===== src/rtl/mdiv_host_seq.sv =====
// rtl/mdiv_host_seq.sv - host sequencer: serialises a/p/b into the MINV_MDIV core and reassembles x1/x2
module mdiv_host_seq #(
  parameter int TIMEOUT = 4095,
  parameter int RD_GAP  = 2
) (
  input  logic         clk,
  input  logic         rst,
  input  logic         start,
  input  logic         mode,
  input  logic [255:0] a,
  input  logic [255:0] b,
  input  logic [255:0] p,
  output logic         busy,
  output logic         done,
  output logic         err,
  output logic         flag,
  output logic [255:0] x1,
  output logic [255:0] x2,
  output logic [15:0]  datain,
  output logic         minv_mdiv,
  output logic         loada,
  output logic         loadp,
  output logic         loadb,
  output logic         minv_mdiv_en,
  output logic         outx1,
  output logic         outx2,
  input  logic [15:0]  regx1out,
  input  logic [15:0]  regx2out,
  input  logic         minv_mdiv_rdy,
  input  logic         minv_mdiv_flag
);

  localparam logic [11:0] LP_TO       = 12'(TIMEOUT);
  localparam logic [2:0]  LP_GAP      = 3'(RD_GAP);
  localparam logic [2:0]  LP_GAP_LAST = 3'(RD_GAP - 1);

  typedef enum logic [3:0] {
    S_IDLE, S_LOAD_A, S_LOAD_P, S_LOAD_B, S_KICK,
    S_WAIT, S_GAP, S_READ, S_DRAIN, S_FIN
  } state_t;

  state_t         r_state;
  logic [751:0]   r_sh;
  logic [3:0]     r_cnt;
  logic [11:0]    r_wcnt;
  logic [2:0]     r_gcnt;
  logic           r_cap_en;
  logic [3:0]     r_cap_idx;
  logic           r_busy, r_done, r_err, r_flag, r_mode;
  logic           r_loada, r_loadp, r_loadb, r_en, r_outx;
  logic [15:0]    r_datain;
  logic [255:0]   r_x1, r_x2;

  always_ff @(posedge clk or negedge rst) begin
    if (!rst) begin
      r_state   <= S_IDLE;
      r_sh      <= '0;
      r_cnt     <= '0;
      r_wcnt    <= '0;
      r_gcnt    <= '0;
      r_cap_en  <= 1'b0;
      r_cap_idx <= '0;
      r_busy    <= 1'b0;
      r_done    <= 1'b0;
      r_err     <= 1'b0;
      r_flag    <= 1'b0;
      r_mode    <= 1'b0;
      r_loada   <= 1'b0;
      r_loadp   <= 1'b0;
      r_loadb   <= 1'b0;
      r_en      <= 1'b0;
      r_outx    <= 1'b0;
      r_datain  <= '0;
      r_x1      <= '0;
      r_x2      <= '0;
    end else begin
      r_done    <= 1'b0;
      r_en      <= 1'b0;
      // the core answers one cycle after each strobe, so capture trails the strobe by one edge
      r_cap_en  <= r_outx;
      r_cap_idx <= r_cnt;
      if (r_cap_en) begin
        r_x1[{r_cap_idx, 4'b0000} +: 16] <= regx1out;
        r_x2[{r_cap_idx, 4'b0000} +: 16] <= regx2out;
      end
      case (r_state)
        S_IDLE: begin
          if (start) begin
            r_state  <= S_LOAD_A;
            r_busy   <= 1'b1;
            r_mode   <= mode;
            r_err    <= 1'b0;
            r_flag   <= 1'b0;
            r_loada  <= 1'b1;
            r_datain <= a[15:0];
            r_sh     <= {b, p, a[255:16]};
            r_cnt    <= '0;
          end
        end
        S_LOAD_A, S_LOAD_P, S_LOAD_B: begin
          r_cnt    <= r_cnt + 4'd1;
          r_datain <= r_sh[15:0];
          r_sh     <= {16'h0000, r_sh[751:16]};
          if (r_cnt == 4'd15) begin
            if (r_state == S_LOAD_A) begin
              r_loada <= 1'b0;
              r_loadp <= 1'b1;
              r_state <= S_LOAD_P;
            end else if (r_state == S_LOAD_P) begin
              r_loadp <= 1'b0;
              r_loadb <= 1'b1;
              r_state <= S_LOAD_B;
            end else begin
              r_loadb  <= 1'b0;
              r_en     <= 1'b1;
              r_datain <= '0;
              r_state  <= S_KICK;
            end
          end
        end
        S_KICK: begin
          r_wcnt  <= '0;
          r_state <= S_WAIT;
        end
        S_WAIT: begin
          // rdy is checked before the timeout so a coincident rdy still succeeds
          if (minv_mdiv_rdy) begin
            r_flag <= minv_mdiv_flag;
            r_cnt  <= '0;
            r_gcnt <= '0;
            if (LP_GAP == 3'd0) begin
              r_outx  <= 1'b1;
              r_state <= S_READ;
            end else begin
              r_state <= S_GAP;
            end
          end else if (r_wcnt == LP_TO) begin
            r_err   <= 1'b1;
            r_x1    <= '0;
            r_x2    <= '0;
            r_busy  <= 1'b0;
            r_done  <= 1'b1;
            r_state <= S_FIN;
          end else begin
            r_wcnt <= r_wcnt + 12'd1;
          end
        end
        S_GAP: begin
          if (r_gcnt == LP_GAP_LAST) begin
            r_outx  <= 1'b1;
            r_cnt   <= '0;
            r_state <= S_READ;
          end else begin
            r_gcnt <= r_gcnt + 3'd1;
          end
        end
        S_READ: begin
          r_cnt <= r_cnt + 4'd1;
          if (r_cnt == 4'd15) begin
            r_outx  <= 1'b0;
            r_state <= S_DRAIN;
          end
        end
        S_DRAIN: begin
          r_busy  <= 1'b0;
          r_done  <= 1'b1;
          r_state <= S_FIN;
        end
        S_FIN:   r_state <= S_IDLE;
        default: r_state <= S_IDLE;
      endcase
    end
  end

  assign busy         = r_busy;
  assign done         = r_done;
  assign err          = r_err;
  assign flag         = r_flag;
  assign x1           = r_x1;
  assign x2           = r_x2;
  assign datain       = r_datain;
  assign minv_mdiv    = r_mode;
  assign loada        = r_loada;
  assign loadp        = r_loadp;
  assign loadb        = r_loadb;
  assign minv_mdiv_en = r_en;
  assign outx1        = r_outx;
  assign outx2        = r_outx;

endmodule


===== config.mk =====
export PLATFORM = sky130hd
export DESIGN_NAME = mdiv_host_seq
export DESIGN_NICKNAME = d
export VERILOG_FILES = /design/src/rtl/mdiv_host_seq.sv
export SDC_FILE = /design/constraint.sdc
export NUM_CORES = 2
export LEC_CHECK = 0
export CAP_MARGIN = 20
export CORE_AREA = 2 2 525 527
export DETAILED_ROUTE_END_ITERATION = 12
export DIE_AREA = 0 0 527 529
export GPL_TIMING_DRIVEN = 0
export HOLD_SLACK_MARGIN = 0.12
export PLACE_DENSITY = 0.45
export RECOVER_POWER = 25
export SLEW_MARGIN = 20
export SYNTH_ARGS = -nofsm -noshare
export SYNTH_HDL_FRONTEND = slang
export SYNTH_SLANG_ARGS = --single-unit

===== constraint.sdc =====
create_clock -name clk -period 3.35 [get_ports clk]
set_input_delay 0.5025 -clock clk [delete_from_list [all_inputs] [get_ports clk]]
set_output_delay 0.5025 -clock clk [all_outputs]
set_load 0.01 [all_outputs]

After elaboration in Yosys (flattened, before gate mapping)
Index checks and enable logic that the tools add are counted.
{ "word_totals": {"reg_bits": 1318, "input_bits": 806, "output_inout_bits": 539, "elab_cells": 136} }
{ "classes": {"n_bitwise": 1, "shifts": 3, "n_reduce_logical": 24, "add_sub_neg": 4, "mux": 62, "eq_ne": 22} }
{ "ops": {"columns": ["cell", "n"], "rows": [
  ["2-to-1 mux 256 bit", 8],
  ["case mux 752 bit (2 select lines)", 1],
  ["2-to-1 mux 752 bit", 1],
  ["bitwise mux 256 bit", 2],
  ["indexed part select 16 x 10 -> 256 bit", 2],
  ["variable shift 16 x 10 -> 256 bit (first input constant)", 1],
  ["2-to-1 mux 16 bit", 4],
  ["2-to-1 mux 4 bit", 9],
  ["case mux 16 bit (2 select lines)", 1],
  ["case mux 4 bit (7 select lines)", 1],
  ["2-to-1 mux 12 bit", 2],
  ["case mux 12 bit (2 select lines)", 1],
  ["2-to-1 mux 1 bit", 20],
  ["!= test 2 bit (second input constant)", 10],
  ["AND reduction 3 bit", 6],
  ["== test 4 x 3 -> 1 bit (second input constant)", 4],
  ["case mux 4 bit (4 select lines)", 1],
  ["AND reduction 4 bit", 4],
  ["adder 12 x 1 -> 12 bit (second input constant)", 1],
  ["== test 12 bit (second input constant)", 1],
  ["2-to-1 mux 3 bit", 4],
  ["nonzero test 2 bit", 6],
  ["negator 8 -> 10 bit", 1],
  ["case mux 1 bit (2 select lines)", 5],
  ["other kinds (17)", 20]
]} }

Longest topological paths before layout
{ "depth": {"word_depth": 7, "ltp_mapped": 11, "ltp_nobuf": 6} }

Least setup slack after synthesis
OpenSTA, ideal clock, no wires.
{ "synth_timing": {"path_type": "reg-to-reg", "startpoint": "register r_cap_idx[0]", "endpoint": "register r_x2[2] (netlist: x2[2])", "path_stages_with_launch": 11, "arrival_ns": 2.328, "n_path_buf": 4, "setup_ns": 0.132, "required_time_ns": 3.218, "path_slack_ns": 0.890, "period_less_slack_ns": 2.460, "path_cell_list": "dfrtp_1 -> buf_2 -> inv_1 -> ha_1 -> buf_2 -> or3b_4 -> or4_1 -> buf_2 -> buf_6 -> mux2i_1 -> nor2_1"} }
{ "synth_between": {"elab_chain_cells": 7, "word_cells_on_any_way": 8, "classes_between": "1 x add/sub; 2 x shift; 5 x mux"} }
{ "synth_rtl": {"columns": ["item", "line", "rtl"], "rows": [
  ["start, declared", "48", "logic [3:0] r_cap_idx;"],
  ["start signal, assigned", "81", "r_cap_idx <= r_cnt;"],
  ["negator 8 -> 10 bit *", "84", "r_x2[{r_cap_idx, 4'b0000} +: 16] <= regx2out;"],
  ["indexed part select 16 x 10 -> 256 bit or variable shift 16 x 10 -> 256 bit (tied branches)", "84", null],
  ["bitwise mux 256 bit *", "84", null],
  ["2-to-1 mux 256 bit *", "82", "if (r_cap_en) begin"],
  ["2-to-1 mux 256 bit", "137", "end else if (r_wcnt == LP_TO) begin"],
  ["2-to-1 mux 256 bit", "127", "if (minv_mdiv_rdy) begin"],
  ["2-to-1 mux 256 bit *", "86", "case (r_state)"],
  ["end signal, assigned by index", "84", null],
  ["end, declared", "52", "logic [255:0] r_x1, r_x2;"]
]} }
Mark *: on every way between the ends. The rest lies on a longest branch, timed or not.
A chain may end at the register's enable or synchronous reset.

Worst setup path after layout
{ "layout_timing": {"startpoint": "register r_cap_idx[0]", "endpoint": "register r_x1[195] (netlist: x1[195])"} }
{ "layout_between": {"elab_chain_cells": 7, "word_cells_on_any_way": 8, "classes_between": "1 x add/sub; 2 x shift; 5 x mux"} }
{ "layout_rtl": {"columns": ["item", "line", "rtl"], "rows": [
  ["negator 8 -> 10 bit *", "83", "r_x1[{r_cap_idx, 4'b0000} +: 16] <= regx1out;"],
  ["indexed part select 16 x 10 -> 256 bit or variable shift 16 x 10 -> 256 bit (tied branches)", "83", null],
  ["bitwise mux 256 bit *", "83", null],
  ["2-to-1 mux 256 bit *", "82", null],
  ["2-to-1 mux 256 bit", "137", null],
  ["2-to-1 mux 256 bit", "127", null],
  ["2-to-1 mux 256 bit *", "86", null],
  ["end signal, assigned by index", "83", null],
  ["end, declared", "52", null]
]} }
Marked as above.

==> impl_metrics.tcl <==
set metrics [dict create \
    status "complete, no violations" \
    clockRootBuffer "clkbuf_16" \
    syn_to_final_growth_pct 40.7 \
    hp-class "in -> reg" \
    yosys_most_used_dff "dfrtp_1" \
    power_density_nw_per_um2 1080 \
    coreArea_um2 273000 \
    finalSetupViolations 0 \
    io_pins 1345 \
    die-area_um2 279000 \
    hpwlAfterDp_um 271000 \
    place_congestion 0.973 \
    ir_drop_mv 0.492 \
    crit_fanout 10 \
    worstPathArrival_ns 3.98 \
    maxCapViolCount 0 \
    syn_inst 6616 \
    p_leak_nw 35.6 \
    route.met3.wl_um 28800 \
    start_util_pct 21.7 \
    hold_viol 0 \
    die_w_um 527 \
    firstDrtPassIters 8 \
    worst_slew_pin_slew_ns 1.42 \
    rsz0062_at_grt "no" \
    drive_gt1_share_pct 6.62 \
    vias 58300 \
    grt_start_max_net_pins 143 \
    clockBufferDepth 3 \
    critical_path_required_ns 4.06 \
    antenna_left 0 \
    drtIter0Drc 5246 \
    startpoint_type "flop" \
    fmax_mhz 306 \
    nets 8962 \
    ys_seq_area_share_pct 55.6 \
    grt_use_total_pct 23.2 \
    wl_met1_um 141000 \
    crit_type "reg -> reg" \
    grt_pass1_vias 58300 \
    synth_area_leader_cell "dfrtp_1" \
    drt_wl_total_um 336000 \
    cts_tree "built" \
    netlist_area_um2 59300 \
    synth_warnings 0 \
    synth_edf_count 0 \
    clk_pin_slew_ns 0.06 \
    fin_worst_skew_ns 0.0548 \
    die_height_um 529 \
    post-route-min-period_ns 3.26 \
    antenna_found_initial 125 \
    final.setup.tns_ns 0 \
    portBuffers 1344 \
    syn_nets 7429 \
    wl_per_cell_um 28.2 \
    rows 192 \
    yosys.cell_types.count 59 \
    top_layer_used "met5" \
    grt.overflow.total 0 \
    wl_met2_um 154000 \
    slew_viol_final 0 \
    dp.cells 11600 \
    async_reset_ff_share_pct 100 \
    synthTopCellsByArea "dfrtp_1 (56%), nand2_1 (9.5%), a31oi_1 (7.8%)" \
    grt_pass1_wl_um 460000 \
    synth_seq_cells 1318 \
    finalCritPeriodShare_pct 97.5 \
    relSlewSlack_pct 5.35 \
    viasPerCell 4.89 \
    drc 0 \
    fin_cells 11900 \
    syn_avg_cell_area_um2 8.97 \
    cts_buffers 164 \
    synth_top_area_share_pct 55.6 \
    ctsHtreeMaxLevel 4 \
    end_kind "flop" \
    clk_latency_ns 0.83 \
    cts.sinks 1318 \
]
## layout by cell type (no fill, tap or decap), types with 18 or more instances in the layout
master	instances
o21ai_1	43
mux2i_1	325
nor2_1	890
dlygate4sd3_1	72
buf_1	23
clkbuf_1	395
o21ai_0	392
buf_4	18
clkdlybuf4s50_1	1272
nand2_1	1504
dfrtp_1	1318
a31oi_1	738
clkbuf_8	36
clkbuf_2	33
a21oi_1	221
clkinv_2	24
clkbuf_16	165
diode_2	55
nand4_1	66
and3_1	132
nand3_1	148
o31ai_1	65
buf_2	208
## layer usage
layer | GRT usage (%) | vias to the layer above
met2 | 37.1 | 2465
met1 | 29.7 | 29300
met4 | 8.01 | 64
li1 | - | 25900
met3 | 6.59 | 513
met5 | 0 | -
## final timing paths
check / start / endpoint / slack, ns / cells past startpoint
setup / recovery: r_cap_idx[0] / x1[195] / 0.09 / 11
hold / removal: p[210] / r_sh[450] / 0.24 / 3
setup reg to reg: r_cap_idx[0] / x1[195] / 0.09 / 11
hold reg to reg: r_cnt[1] / r_cap_idx[1] / 0.45 / 0
max in group asynchronous: rst / x1[163] / 0.55 / 5
min in group asynchronous: rst / r_sh[291] / 0.26 / 2
## sequential cells by signal, indices dropped and copies added, names as in the netlist, 3 cells and up
signal,cells
r_cap_idx,4
r_cnt,4
r_sh,752
r_wcnt,12
datain,16
r_state,4
x2,256
x1,256
r_gcnt,3
## cells by family after synthesis
| group | share of synthesized area [%] |
|---|---|
| flip-flops | 55.6 |
| AO/OA/AOI/OAI | 15.0 |
| buffers and inverters | 4.62 |
| multiplexers | 5.50 |
| adder cells (fa/ha/maj) | 0.148 |
| XOR/XNOR | 0.0738 |
| AND/OR/NAND/NOR | 19.1 |
## power breakdown
group / switching, mW / internal [mW]
combinational: 28.0 / 15.4
clock: 7.78 / 10.6
sequential: 5.09 / 23.6
## layout make-up
class,instances,area (um^2)
Buffer,635,2760
Sequential cell,1318,33000
Clock inverter,51,703
Fill cell,28800,189000
Multi-Input combinational cell,4653,23700
Inverter,8,30.0
Clock buffer,243,4780
Timing Repair Buffer,1369,13900
Antenna cell,55,138
Tap cell,3589,4490
## through the flow
step | worst slack (ns) | hold WS [ns] | area, um^2 | utilization (%) | power [mW]
after global placement | -61.40 | 0.428 | 77300 | 28.3 | 71.7
final | 0.0851 | 0.239 | 83500 | 30.6 | 90.4
after detailed placement | -0.437 | 0.434 | 77800 | 28.5 | 72.3
after global routing | 0.00178 | 0.197 | 83500 | 30.6 | 96.2
after CTS | 0.00815 | 0.159 | 83300 | 30.5 | 90.9
after floorplan | 0.890 | 0.207 | 59300 | - | 51.2
## critical path, stage by stage, from the launching register on
cell and delay, ns:
dfrtp_1 0.51, buf_2 0.30, inv_1 0.09, ha_1 0.29, buf_2 0.17, nor3b_4 0.57
o211ai_1 0.18, buf_4 0.23, buf_4 0.18, buf_2 0.28, mux2i_1 0.18, nor2_1 0.15
## Yosys cell counts, drive strengths merged (2+ instances only)
library cell	n
a22o	17
xor2	3
a211oi	2
a21o	3
mux2i	325
a21boi	3
a21oi	221
nand2b	7
nand3	149
o31ai	65
nor2b	3
nand4	66
nand3b	4
and2	4
nor3	5
o22ai	16
xnor2	2
and4bb	2
o32ai	3
nor3b	3
or4	5
clkbuf	386
inv	8
ha	7
and4	3
or3	8
o211ai	5
o21ai	436
and3	132
or2	3
o21a	4
buf	251
nor2	890
a31oi	738
nor4	2
nand2	1505
dfrtp	1318
## what timing repair did
item | in CTS | in global routing
pin swaps | 1 | 1
setup buffers | 3 | 2
hold buffers | 1 | 0
gates cloned | 0 | 0
gates resized for setup | 11 | 25
endpoints found under the hold margin | 170 | 0
endpoints found under the setup margin | 205 | 122
Power figures use the tool's default switching activity.
